File: src/rtl/eeg_aram_pkg.sv
// Shared encodings and default widths for the ARAM transfer master.
// Commands, FSM states and parameter defaults live here.
package eeg_aram_pkg;

    localparam int DEF_ADD_AW   = 12;
    localparam int DEF_DAT_DW   = 8;
    localparam int DEF_RD_DEPTH = 4;

    localparam logic [1:0] CMD_WRITE = 2'b01;
    localparam logic [1:0] CMD_READ  = 2'b10;

    typedef enum logic [1:0] {
        ST_IDLE   = 2'd0,
        ST_WRITE  = 2'd1,
        ST_RADD   = 2'd2,
        ST_RDRAIN = 2'd3
    } state_t;

    function automatic int cnt_w(input int depth);
        return $clog2(depth + 1);
    endfunction

endpackage

File: src/rtl/eeg_aram_mst_fifo.sv
// Read-return FIFO: synchronous, first-word-fall-through, with occupancy.
// Write is refused when full unless a pop frees a slot in the same cycle.
module eeg_aram_mst_fifo
    import eeg_aram_pkg::*;
#(
    parameter int DW    = DEF_DAT_DW + 1,
    parameter int DEPTH = DEF_RD_DEPTH,
    localparam int CW   = cnt_w(DEPTH),
    localparam int PW   = (DEPTH > 1) ? $clog2(DEPTH) : 1
) (
    input  logic          clk,
    input  logic          rst,
    input  logic          i_push,
    input  logic [DW-1:0] i_din,
    input  logic          i_pop,
    output logic [DW-1:0] o_dout,
    output logic          o_empty,
    output logic [CW-1:0] o_cnt
);

    logic [DW-1:0] r_mem [DEPTH];
    logic [PW-1:0] r_wp;
    logic [PW-1:0] r_rp;
    logic [CW-1:0] r_cnt;
    logic          w_full;
    logic          w_wr;
    logic          w_rd;

    assign o_empty = (r_cnt == '0);
    assign w_full  = (r_cnt == CW'(DEPTH));
    assign w_rd    = i_pop && !o_empty;
    assign w_wr    = i_push && (!w_full || w_rd);
    assign o_dout  = r_mem[r_rp];
    assign o_cnt   = r_cnt;

    always_ff @(posedge clk or posedge rst) begin
        if (rst) begin
            for (int i = 0; i < DEPTH; i++) begin
                r_mem[i] <= '0;
            end
            r_wp  <= '0;
            r_rp  <= '0;
            r_cnt <= '0;
        end else begin
            if (w_wr) begin
                r_mem[r_wp] <= i_din;
                r_wp <= (r_wp == PW'(DEPTH - 1)) ? '0 : r_wp + PW'(1);
            end
            if (w_rd) begin
                r_rp <= (r_rp == PW'(DEPTH - 1)) ? '0 : r_rp + PW'(1);
            end
            unique case ({w_wr, w_rd})
                2'b10:   r_cnt <= r_cnt + CW'(1);
                2'b01:   r_cnt <= r_cnt - CW'(1);
                default: r_cnt <= r_cnt;
            endcase
        end
    end

endmodule

File: src/rtl/eeg_aram_mst.sv
// ARAM transfer master: config-driven burst writes and credit-limited reads.
// Define EEG_ARAM_MST_LST_CHK_EN to enable the sticky ERR_LST checker.
module eeg_aram_mst
    import eeg_aram_pkg::*;
#(
    parameter int ADD_AW   = DEF_ADD_AW,
    parameter int DAT_DW   = DEF_DAT_DW,
    parameter int RD_DEPTH = DEF_RD_DEPTH
) (
    input  logic              clk,
    input  logic              rst,
    input  logic              CFG_INFO_VLD,
    output logic              CFG_INFO_RDY,
    input  logic [1:0]        CFG_INFO_CMD,
    input  logic [ADD_AW-1:0] CFG_BASE_ADD,
    input  logic [ADD_AW-1:0] CFG_XFER_LEN,
    output logic              IS_IDLE,
    input  logic              SRC_DAT_VLD,
    output logic              SRC_DAT_RDY,
    input  logic [DAT_DW-1:0] SRC_DAT_DAT,
    output logic              ETOA_DAT_VLD,
    output logic              ETOA_DAT_LST,
    input  logic              ETOA_DAT_RDY,
    output logic [ADD_AW-1:0] ETOA_DAT_ADD,
    output logic [DAT_DW-1:0] ETOA_DAT_DAT,
    output logic              ETOA_ADD_VLD,
    output logic              ETOA_ADD_LST,
    input  logic              ETOA_ADD_RDY,
    output logic [ADD_AW-1:0] ETOA_ADD_ADD,
    input  logic              ATOE_DAT_VLD,
    input  logic              ATOE_DAT_LST,
    output logic              ATOE_DAT_RDY,
    input  logic [DAT_DW-1:0] ATOE_DAT_DAT,
    output logic              SNK_DAT_VLD,
    output logic              SNK_DAT_LST,
    input  logic              SNK_DAT_RDY,
    output logic [DAT_DW-1:0] SNK_DAT_DAT,
    output logic              ERR_LST
);

    localparam int CW = cnt_w(RD_DEPTH);

    state_t            r_state;
    state_t            w_nxt;
    logic [ADD_AW-1:0] r_base;
    logic [ADD_AW-1:0] r_len;
    logic [ADD_AW-1:0] r_idx;
    logic [ADD_AW-1:0] r_ret;
    logic [CW-1:0]     r_outst;
    logic [CW-1:0]     w_occ;
    logic [ADD_AW-1:0] w_addr;
    logic              w_last;
    logic              w_ret_lst;
    logic              w_credit;
    logic              w_cfg_hs;
    logic              w_wr_hs;
    logic              w_ad_hs;
    logic              w_push;
    logic              w_pop;
    logic              w_empty;
    logic [DAT_DW:0]   w_dout;

    assign IS_IDLE      = (r_state == ST_IDLE);
    assign CFG_INFO_RDY = IS_IDLE;
    assign ATOE_DAT_RDY = 1'b1;

    assign w_addr    = r_base + r_idx;
    assign w_last    = (r_idx == r_len);
    assign w_ret_lst = (r_ret == r_len);
    assign w_cfg_hs  = CFG_INFO_VLD && IS_IDLE;

    // Credit covers in-flight addresses plus parked data, so FIFO cannot overflow.
    assign w_credit = ({1'b0, r_outst} + {1'b0, w_occ})
                      < (CW + 1)'(RD_DEPTH);

    assign w_wr_hs = (r_state == ST_WRITE)
                     && SRC_DAT_VLD && ETOA_DAT_RDY;
    assign w_ad_hs = (r_state == ST_RADD)
                     && w_credit && ETOA_ADD_RDY;

    // Returns arriving outside a read (e.g. after reset) are dropped.
    assign w_push = ATOE_DAT_VLD
                    && ((r_state == ST_RADD) || (r_state == ST_RDRAIN));
    assign w_pop  = !w_empty && SNK_DAT_RDY;

    assign SNK_DAT_VLD = !w_empty;
    assign SNK_DAT_LST = !w_empty && w_dout[DAT_DW];
    assign SNK_DAT_DAT = w_empty ? '0 : w_dout[DAT_DW-1:0];

    eeg_aram_mst_fifo #(
        .DW    (DAT_DW + 1),
        .DEPTH (RD_DEPTH)
    ) u_fifo (
        .clk     (clk),
        .rst     (rst),
        .i_push  (w_push),
        .i_din   ({w_ret_lst, ATOE_DAT_DAT}),
        .i_pop   (w_pop),
        .o_dout  (w_dout),
        .o_empty (w_empty),
        .o_cnt   (w_occ)
    );

    always_comb begin
        w_nxt        = r_state;
        SRC_DAT_RDY  = 1'b0;
        ETOA_DAT_VLD = 1'b0;
        ETOA_DAT_LST = 1'b0;
        ETOA_DAT_ADD = '0;
        ETOA_DAT_DAT = '0;
        ETOA_ADD_VLD = 1'b0;
        ETOA_ADD_LST = 1'b0;
        ETOA_ADD_ADD = '0;
        unique case (r_state)
            ST_IDLE: begin
                if (w_cfg_hs) begin
                    if (CFG_INFO_CMD == CMD_WRITE) begin
                        w_nxt = ST_WRITE;
                    end else if (CFG_INFO_CMD == CMD_READ) begin
                        w_nxt = ST_RADD;
                    end
                end
            end
            ST_WRITE: begin
                ETOA_DAT_VLD = SRC_DAT_VLD;
                SRC_DAT_RDY  = ETOA_DAT_RDY;
                ETOA_DAT_LST = w_last;
                ETOA_DAT_ADD = w_addr;
                ETOA_DAT_DAT = SRC_DAT_DAT;
                if (w_wr_hs && w_last) begin
                    w_nxt = ST_IDLE;
                end
            end
            ST_RADD: begin
                ETOA_ADD_VLD = w_credit;
                ETOA_ADD_LST = w_last;
                ETOA_ADD_ADD = w_addr;
                if (w_ad_hs && w_last) begin
                    w_nxt = ST_RDRAIN;
                end
            end
            ST_RDRAIN: begin
                if (w_pop && w_dout[DAT_DW]) begin
                    w_nxt = ST_IDLE;
                end
            end
            default: w_nxt = ST_IDLE;
        endcase
    end

    always_ff @(posedge clk or posedge rst) begin
        if (rst) begin
            r_state <= ST_IDLE;
            r_base  <= '0;
            r_len   <= '0;
            r_idx   <= '0;
            r_ret   <= '0;
            r_outst <= '0;
        end else begin
            r_state <= w_nxt;
            if (w_cfg_hs) begin
                r_base <= CFG_BASE_ADD;
                r_len  <= CFG_XFER_LEN;
                r_idx  <= '0;
                r_ret  <= '0;
            end else begin
                if (w_wr_hs || w_ad_hs) begin
                    r_idx <= r_idx + ADD_AW'(1);
                end
                if (w_push) begin
                    r_ret <= r_ret + ADD_AW'(1);
                end
            end
            unique case ({w_ad_hs, w_push})
                2'b10:   r_outst <= r_outst + CW'(1);
                2'b01:   r_outst <= r_outst - CW'(1);
                default: r_outst <= r_outst;
            endcase
        end
    end

`ifdef EEG_ARAM_MST_LST_CHK_EN
    logic r_err;

    always_ff @(posedge clk or posedge rst) begin
        if (rst) begin
            r_err <= 1'b0;
        end else if (w_push && (ATOE_DAT_LST != w_ret_lst)) begin
            r_err <= 1'b1;
        end
    end

    assign ERR_LST = r_err;
`else
    logic w_unused_lst;

    assign w_unused_lst = ATOE_DAT_LST;
    assign ERR_LST      = 1'b0;
`endif

endmodule
File: config.mk
export PLATFORM = sky130hd
export DESIGN_NAME = eeg_aram_mst
export DESIGN_NICKNAME = d
export VERILOG_FILES = /design/src/rtl/eeg_aram_pkg.sv /design/src/rtl/eeg_aram_mst_fifo.sv /design/src/rtl/eeg_aram_mst.sv
export SDC_FILE = /design/constraint.sdc
export NUM_CORES = 1
export LEC_CHECK = 0
export ABC_AREA = 1
export BUFFER_PORTS_ARGS = -buffer_cell sky130_fd_sc_hd__buf_2
export CAP_MARGIN = 20
export CORE_ASPECT_RATIO = 1.75
export CORE_MARGIN = 5
export CORE_UTILIZATION = 50
export DETAILED_ROUTE_END_ITERATION = 8
export GPL_TIMING_DRIVEN = 0
export PLACE_DENSITY_LB_ADDON = 0.2
export SYNTH_ARGS = -nofsm -noshare
export SYNTH_HDL_FRONTEND = slang
export SYNTH_SLANG_ARGS = --single-unit
export TNS_END_PERCENT = 10
File: constraint.sdc
create_clock -name clk -period 3.2 [get_ports clk]
set_input_delay 0.64 -clock clk [delete_from_list [all_inputs] [get_ports clk]]
set_output_delay 0.64 -clock clk [all_outputs]
set_load 0.01 [all_outputs]
Yosys cells after proc, flatten, opt, wreduce, memory -nomap -nowiden
Index checks and enable logic that the tools add are counted.
{"block": "classes", "add_sub_neg": 10, "order_cmp": 4, "eq_ne": 19, "reduce_logical": 26, "mux": 30, "bitwise_logic": 2}
{"operator": "$mux 12", "count": 6}
{"operator": "$bwmux 36", "count": 1}
{"operator": "$mux 9", "count": 3}
{"operator": "$add 12x1->12 const B", "count": 2}
{"operator": "$eq 12x12->1", "count": 2}
{"operator": "$bmux 9 s2", "count": 1}
{"operator": "$demux 9 s2", "count": 1}
{"operator": "$mux 2", "count": 8}
{"operator": "$mux 8", "count": 2}
{"operator": "$eq 2x2->1 const B", "count": 7}
{"operator": "$logic_and 1x1->1", "count": 14}
{"operator": "$add 12x12->12", "count": 1}
{"operator": "$pmux 3 s2", "count": 2}
{"operator": "$eq 2x1->1 const B", "count": 4}
{"operator": "$ne 2x1->1 const B", "count": 4}
{"operator": "$pmux 2 s4", "count": 1}
{"operator": "$reduce_bool 2->1", "count": 4}
{"operator": "$add 3x1->3 const B", "count": 2}
{"operator": "$ge 3x3->1 const B", "count": 2}
{"operator": "$not 2->3", "count": 2}
{"operator": "$sub 3x1->3 const B", "count": 2}
{"operator": "$mux 1", "count": 5}
{"operator": "$reduce_and 5->1", "count": 1}
{"operator": "$add 2x1->2 const B", "count": 2}
{"operator": "9 further kinds", "count": 12}
{"block": "totals", "reg_bits": 96, "elab_cells": 104, "out_inout_bits": 51}

Depth between registers and ports, before layout
Gate-level depths: netlist of run 1.
{"block": "logic_depth", "depth_word": 8, "ltp_mapped": 12, "depth_no_buf": 12}

Modules after synthesis
A second synthesis of run 1 with hierarchy kept.
{"block": "unflattened", "cells_unflattened": 803, "area_unflattened_um2": 5970.7}
{"module": "eeg_aram_mst", "cells_per_inst": 544, "seq_area_each_um2": 1326.3, "area_each_um2": 3768.6, "instances": 1}
{"module": "eeg_aram_mst_fifo", "cells_per_inst": 259, "seq_area_each_um2": 1076.0, "area_each_um2": 2202.1, "instances": 1}

Worst setup path before layout of run 1
Ideal clock, no wire load.
{"block": "synth_path", "path_kind": "reg-to-output", "from": "register r_idx[0]", "to": "output ETOA_ADD_ADD[8]", "stages_incl_launch_ff": 9, "path_buffers": 0, "arrival_ns": 1.804, "slack_ns": 0.756, "cell_sequence": "dfrtp_1 ha_1 inv_1 fa_1 o31ai_1 nand2_1 nand2_1 xor2_1 nor2_1"}
{"block": "synth_via", "elab_chain_len": 2}
{"item": "start: declaration", "line": "eeg_aram_mst.sv:47", "text": "logic [ADD_AW-1:0] r_idx;"}
{"item": "start signal: assignment", "line": "eeg_aram_mst.sv:168", "text": "r_idx <= r_idx + ADD_AW'(1);"}
{"item": "$add 12x12->12", "line": "eeg_aram_mst.sv:67", "text": "assign w_addr = r_base + r_idx;"}
{"item": "$mux 12", "line": "eeg_aram_mst.sv:114", "text": "unique case (r_state)"}
{"item": "end: declaration", "line": "eeg_aram_mst.sv:29", "text": "output logic [ADD_AW-1:0] ETOA_ADD_ADD,"}
No other way between the ends.

Final worst setup path of run 1
Same ends and word-level chain as after synthesis.

==> flow_summary.json, run 1 <==
{
  "status": "finished, final reports clean",
  "ir_worst_vdd_v": 0.000552,
  "postSynthAreaPerCell_um2": 7.47,
  "fmax_ghz": 0.327,
  "crit_chain": "ha_1 > inv_1 > fa_1 > o31ai_4 > nand2_1 > nand2_1 > xor2_1 > nor2_1 > buf_2",
  "synth_cell_types": 38,
  "crit_path_frequent_cell": "nand2_1",
  "power_mw": 6.17,
  "synthXorXnorAreaFrac_pct": 5.09,
  "dpl_cell_area_mm2": 0.00654,
  "dpl_worst_slack_ns": 0.371,
  "cp_max_fo": 6,
  "yosys_register_bits": 96,
  "switching_share_pct": 44.5,
  "core_mm2": 0.0115,
  "final_area_mm2": 0.00683,
  "drt-initial-drc-count": 279,
  "synth_top_family_by_area": "simple AND/OR/NAND/NOR gates",
  "regArea_mm2": 0.00240,
  "crit_path_end_kind": "output pin",
  "slowest_stage": "fa_1",
  "drc": 0,
  "slew_headroom_pct": 51.5,
  "drive_gt1_share_pct": 17.1,
  "skew_ns": 0.00487,
  "muxShareOfSynthArea_pct": 0,
  "worst_pin_slew_ns": 0.721,
  "r2r-end": "u_fifo.o_cnt[2]$_DFFE_PP0P_",
  "final_core_util_pct": 59.3,
  "num-nets-final": 969,
  "path_class": "flip-flop to output pin",
  "crit_path_end": "ETOA_ADD_ADD[8]",
  "syn_inst": 783,
  "timing.final.crit_share_pct": 95.6,
  "synth-edff-count": 0,
  "cp_slowest_stage_delay_ns": 0.45,
  "clkTransAtPathRegs_ns": 0.06,
  "grtUsageTotal_pct": 23.2,
  "wl_per_cell_um": 15.1,
  "ff2ff_path_depth": 9,
  "yosysWarningCount": 0,
  "setup_violations": 0,
  "grt_overflow_total": 0,
  "clock-root-buffer": "clkbuf_16",
  "synthFlopType": "dfrtp_1",
  "io_buffer_count": 98,
  "rsz0062_at_grt": "no",
  "grt_pass1_vias": 5351,
  "hold_viol": 0,
  "startpoint": "r_idx[0]$_DFFE_PP0P_",
  "tns_ns": 0,
  "antenna_found_initial": 0,
  "hpwl_mm": 12.1,
  "slew_violations": 0,
  "power_switching_mw": 2.75,
  "viasPerCell": 5.24,
  "drt_first_pass_iters": 5,
  "grt_max_degree": 52,
  "cts_tree": "yes",
  "cp-start-kind": "flip-flop",
  "synth_compound_area_share_pct": 11.4,
  "drv_cap": 0,
  "htreeDepth": 3,
  "dieArea_mm2": 0.0140,
  "clock_latency_ns": 0.34,
  "reg2reg_slack_ns": 1.09,
  "cts_made_buffers": 9,
  "internal_power_mw": 3.43,
  "async_flop_share_pct": 100,
  "min_path_type": "input port to async pin",
  "multiInputGateArea_mm2": 0.00294,
  "routed_wl_mm": 15.6,
  "io_pins": 102,
  "final_antenna_net_count": 0,
  "placed_cells": 1017,
  "whs_ns": 0.365,
  "setup_ws_ns": 0.142,
  "die_y_um": 153,
  "start_util_pct": 50.8,
  "die_w_um": 91.7,
  "yosys.area_share.simple_pct": 27.6,
  "cts_hold_buffers": 0,
  "ys_seq_area_share_pct": 41.1,
  "antennaDiodeCount": 0,
  "cp.arrival_ns": 2.42,
  "leakage_nw": 3.70,
  "p_comb_share_pct": 49.7,
  "period_needed_ns": 3.06,
  "synth_fa_ha_area_share_pct": 5.74,
  "fill_cells": 1092,
  "timing.rr.start": "u_fifo.o_cnt[0]$_DFFE_PP0P_",
  "via_count": 5394,
  "power.density_mw_per_mm2": 904,
  "grt_first_pass_wirelength_mm": 25.9,
  "clock_path_buffers": 2,
  "area_growth_pct": 16.8,
  "synth_nets": 859,
  "stdcell_count": 1030,
  "cts_num_sinks": 96,
  "cp.required_ns": 2.56,
  "fp-row-count": 52,
  "synth.cell_area_mm2": 0.00585,
  "gp_congestion": 0.900,
  "power.share.clock_pct": 17.1,
  "p_seq_share_pct": 33.3
}
==> flip-flops by register name (all words and copies together) (netlist names) <==
signal        cells
r_base           12
r_idx            12
r_len            12
r_outst           3
r_ret            12
r_state           2
u_fifo.o_cnt      3
u_fifo.r_mem     36
u_fifo.r_rp       2
u_fifo.r_wp       2
==> layout by cell type (no fill, tap or decap), types with 2 or more instances in the layout <==
cell type	n
nand2_1	233
buf_2	103
dfrtp_1	95
inv_1	90
nor2_1	72
o21ai_0	57
a21oi_1	40
nand3_1	27
xor2_1	26
ha_1	22
nor3_1	16
nand4_1	13
clkbuf_1	12
clkbuf_16	9
xnor2_1	8
o211ai_1	8
inv_2	7
nand2_2	6
nor4_1	6
buf_4	5
buf_6	4
nand2_4	3
o21ai_2	3
o21ai_1	3
fa_1	3
nor2_4	2
a31oi_1	2
o21bai_1	2
o21a_1	2
conb_1	2
==> metal layers <==
metal  up-vias  share of wire (%)  track usage (%)
met4         0                4.9             13.5
li1       2701                  -                -
met3        45                4.6             2.56
met5         -                  0                0
met2       169                 54             43.3
met1      2479                 36             24.7
==> worst min path at each step <==
stage,start,end,slack [ns],cells past startpoint
2_1_floorplan,u_fifo.r_mem[27]$_DFFE_PP0P_,u_fifo.r_mem[27]$_DFFE_PP0P_,0.44,2
3_3_place_gp,u_fifo.r_mem[29]$_DFFE_PP0P_,u_fifo.r_mem[29]$_DFFE_PP0P_,0.46,2
3_5_place_dp,u_fifo.r_mem[31]$_DFFE_PP0P_,u_fifo.r_mem[31]$_DFFE_PP0P_,0.46,2
4_1_cts,rst,u_fifo.r_mem[6]$_DFFE_PP0P_,0.40,2
5_1_grt,rst,u_fifo.r_mem[14]$_DFFE_PP0P_,0.42,2
6_report,rst,u_fifo.r_mem[14]$_DFFE_PP0P_,0.36,2
==> power by group through the flow <==
stage	clock, mW	sequential (mW)	combinational (mW)
after floorplan	0	1.94	2.18
after global placement	0	2.06	2.98
after detailed placement	0	2.07	3.03
after CTS	1.07	2.05	3.06
after global routing	1.13	2.10	3.51
final	1.05	2.05	3.07
==> kinds of logic after synthesis <==
family,Yosys count
compound gates,120
xor+xnor,34
fa+ha+maj,25
buf+inv,124
flops,96
other cells,2
simple gates,382
==> worst max-delay path, delay by kind of cell (launching register included) <==
| kind | cells | cell delay (ns) |
|---|---|---|
| adder cells (fa/ha/maj) | 2 | 0.68 |
| flip-flops | 1 | 0.44 |
| AO/OA/AOI/OAI | 1 | 0.31 |
| buffers and inverters | 2 | 0.23 |
| AND/OR/NAND/NOR | 3 | 0.21 |
| XOR/XNOR | 1 | 0.20 |
==> synthesized netlist by cell type, drive strengths merged (8+ instances only) <==
master | instances | area (µm²)
nand2 | 242 | 946
inv | 98 | 368
dfrtp | 96 | 2400
nor2 | 76 | 319
o21ai | 63 | 327
a21oi | 40 | 200
nand3 | 27 | 135
xor2 | 26 | 228
ha | 22 | 275
nor3 | 17 | 90.1
buf | 14 | 108
nand4 | 13 | 81.3
clkbuf | 11 | 42.5
o211ai | 8 | 60.1
xnor2 | 8 | 70.1
==> layout make-up <==
class                      instances  share of cell area, %
multi-input combinational        563                   43.0
inverter                          99                   5.48
buffer                            25                   2.20
sequential                        96                   35.2
clock inverter                     1                  0.440
tap                              135                   2.47
clock buffer                      12                   3.61
timing repair buffer              99                   7.59
==> repair_timing <==
| item | CTS | global route |
|---|---|---|
| endpoints found under the setup margin | 1 | 2 |
| buffers inserted | 0 | 0 |
| pin swaps | 0 | 0 |
| gates resized for setup | 1 | 2 |
Note: power is estimated with default switching activity, not from simulation.
==> run 2, diff against run 1 <==
CORE_MARGIN = 2   (was 5)
SETUP_SLACK_MARGIN = 0.15   (was not set)
==> run 2 against run 1 <==
The run now ends with DRC left. Clock power decreased by 9%. Global-route usage increased by 2.1 points. Clock skew increased by 0.00054 ns. Combinational power about the same. Die area decreased by 10%. Via count decreased by 1.0%. Setup slack improved by 0.040 ns. Final cell count increased by 0.19%. Critical endpoint unchanged.
==> flow_summary.json, run 2 (synthesis results as in run 1) <==
{
  "tns_ns": 0,
  "skew_ns": 0.00541,
  "worst_pin_slew_ns": 0.745,
  "hpwl_mm": 11.9,
  "timing.final.crit_share_pct": 94.3,
  "final_core_util_pct": 59.2,
  "antenna_found_initial": 0,
  "htreeDepth": 3,
  "cts_made_buffers": 9,
  "wl_per_cell_um": 15.0,
  "ff2ff_path_depth": 9,
  "area_growth_pct": 16.5,
  "power_switching_mw": 2.72,
  "setup_ws_ns": 0.182,
  "setup_violations": 0,
  "rsz0062_at_grt": "yes",
  "regMostFlops": "u_fifo.r_mem",
  "io_buffer_count": 98,
  "cp.arrival_ns": 2.38,
  "largest_register_ffs": 36,
  "p_comb_share_pct": 50.2,
  "die_w_um": 85.7,
  "final_common_cell": "nand2_1",
  "gp_congestion": 0.898,
  "cts_num_sinks": 96,
  "cp_max_fo": 6,
  "final_antenna_net_count": 0,
  "power.density_mw_per_mm2": 889,
  "num-nets-final": 971,
  "clock_latency_ns": 0.34,
  "status": "finished with violations",
  "period_needed_ns": 3.02,
  "drv_cap": 0,
  "drc": 4,
  "failed_checks": "DRC",
  "io_pins": 102,
  "path_class": "flip-flop to output pin",
  "crit_path_end_kind": "output pin",
  "core_mm2": 0.0115,
  "viasPerCell": 5.17,
  "final_cell_mix": "nand2_1 (233), buf_2 (103), dfrtp_1 (95)",
  "antennaDiodeCount": 0,
  "internal_power_mw": 3.33,
  "drt-initial-drc-count": 257,
  "grt_pass1_vias": 5195,
  "slew_violations": 0,
  "stdcell_count": 1032,
  "ir_worst_vdd_v": 0.000527,
  "dieArea_mm2": 0.0126,
  "start_util_pct": 50.8,
  "cts_tree": "yes",
  "cp-start-kind": "flip-flop",
  "fmax_ghz": 0.331,
  "clock_path_buffers": 2,
  "die_y_um": 147,
  "routed_wl_mm": 15.4,
  "grt_max_degree": 39,
  "slew_headroom_pct": 49.9,
  "switching_share_pct": 45.0,
  "placed_cells": 1018,
  "final_area_mm2": 0.00681,
  "via_count": 5338,
  "timing.rr.start": "u_fifo.o_cnt[0]$_DFFE_PP0P_",
  "hold_viol": 0,
  "grtUsageTotal_pct": 25.3,
  "drive_gt1_share_pct": 17.5,
  "clock-root-buffer": "clkbuf_16",
  "clkTransAtPathRegs_ns": 0.06,
  "min_path_type": "input port to async pin",
  "drt_first_pass_iters": 7,
  "whs_ns": 0.365,
  "cp.required_ns": 2.56,
  "fp-row-count": 52,
  "dpl_worst_slack_ns": 0.369,
  "reg2reg_slack_ns": 1.04,
  "r2r-end": "u_fifo.o_cnt[2]$_DFFE_PP0P_",
  "leakage_nw": 3.69,
  "grt_overflow_total": 0,
  "power.share.clock_pct": 15.7,
  "p_seq_share_pct": 34.0,
  "grt_first_pass_wirelength_mm": 25.0,
  "dpl_cell_area_mm2": 0.00655,
  "power_mw": 6.05
}
==> run 2: cell count changes in the layout (fill, tap and decap cells not counted) <==
cell,before,now
bufinv_16,1,0
ha_2,0,1
clkinv_2,0,2
o31ai_4,1,0
buf_16,1,0
clkbuf_8,1,0
a21oi_2,0,1
a21oi_1,40,39
buf_4,5,6
o31ai_2,0,1
inv_4,1,0
ha_1,22,21
clkinvlp_4,0,1
buf_12,0,2
==> run 2: layer usage <==
metal / part of all wire (%) / GRT usage [%] / vias up
met4: 3.0 / 9.92 / 0
met1: 38 / 26.6 / 2475
met5: 0 / 0 / -
li1: - / - / 2714
met2: 56 / 49.1 / 122
met3: 3.3 / 3.37 / 27
==> run 2: cell type report <==
| cell class | instances | area (µm²) |
|---|---|---|
| fillers | 1127 | 4700 |
| multi-input cells | 563 | 2930 |
| flip-flops and latches | 96 | 2400 |
| repair buffers | 101 | 538 |
| inverters | 99 | 375 |
| clock buffers | 11 | 233 |
| well taps | 135 | 169 |
| plain buffers | 25 | 150 |
| clock inverters | 2 | 10.0 |
==> run 2: power groups by stage <==
| stage | clock network [mW] | logic, mW | registers [mW] |
|---|---|---|---|
| finish | 0.952 | 3.04 | 2.06 |
| global route | 1.01 | 3.43 | 2.11 |
| CTS | 0.970 | 3.05 | 2.05 |
| detailed placement | 0 | 3.00 | 2.07 |
| global placement | 0 | 2.96 | 2.06 |
| floorplan | 0 | 2.18 | 1.94 |
==> run 2: worst max path at each step <==
stage | from | endpoint | slack, ns | cells past startpoint
6_report | r_idx[0]$_DFFE_PP0P_ | ETOA_ADD_ADD[8] | 0.18 | 9
5_1_grt | r_idx[0]$_DFFE_PP0P_ | ETOA_ADD_ADD[8] | 0.11 | 9
4_1_cts | r_idx[0]$_DFFE_PP0P_ | ETOA_ADD_ADD[8] | 0.19 | 9
3_5_place_dp | r_idx[0]$_DFFE_PP0P_ | ETOA_ADD_ADD[8] | 0.37 | 9
3_3_place_gp | r_idx[0]$_DFFE_PP0P_ | ETOA_ADD_ADD[8] | 0.39 | 9
2_1_floorplan | r_idx[0]$_DFFE_PP0P_ | ETOA_ADD_ADD[8] | 0.76 | 8
==> run 2: worst max-delay path, stage by stage (launching register included) <==
cell,delay [ns]
dfrtp_2,0.45
ha_2,0.23
inv_1,0.07
fa_1,0.43
o31ai_2,0.29
nand2_1,0.08
nand2_1,0.08
xor2_1,0.19
nor2_1,0.06
buf_2,0.15
==> run 2: repair_timing <==
item                       CTS  global route
setup endpoints to repair    2             5
pin swaps                    1             0
gates resized for setup      2             2
buffers inserted             1             0
hold buffers                 0             0
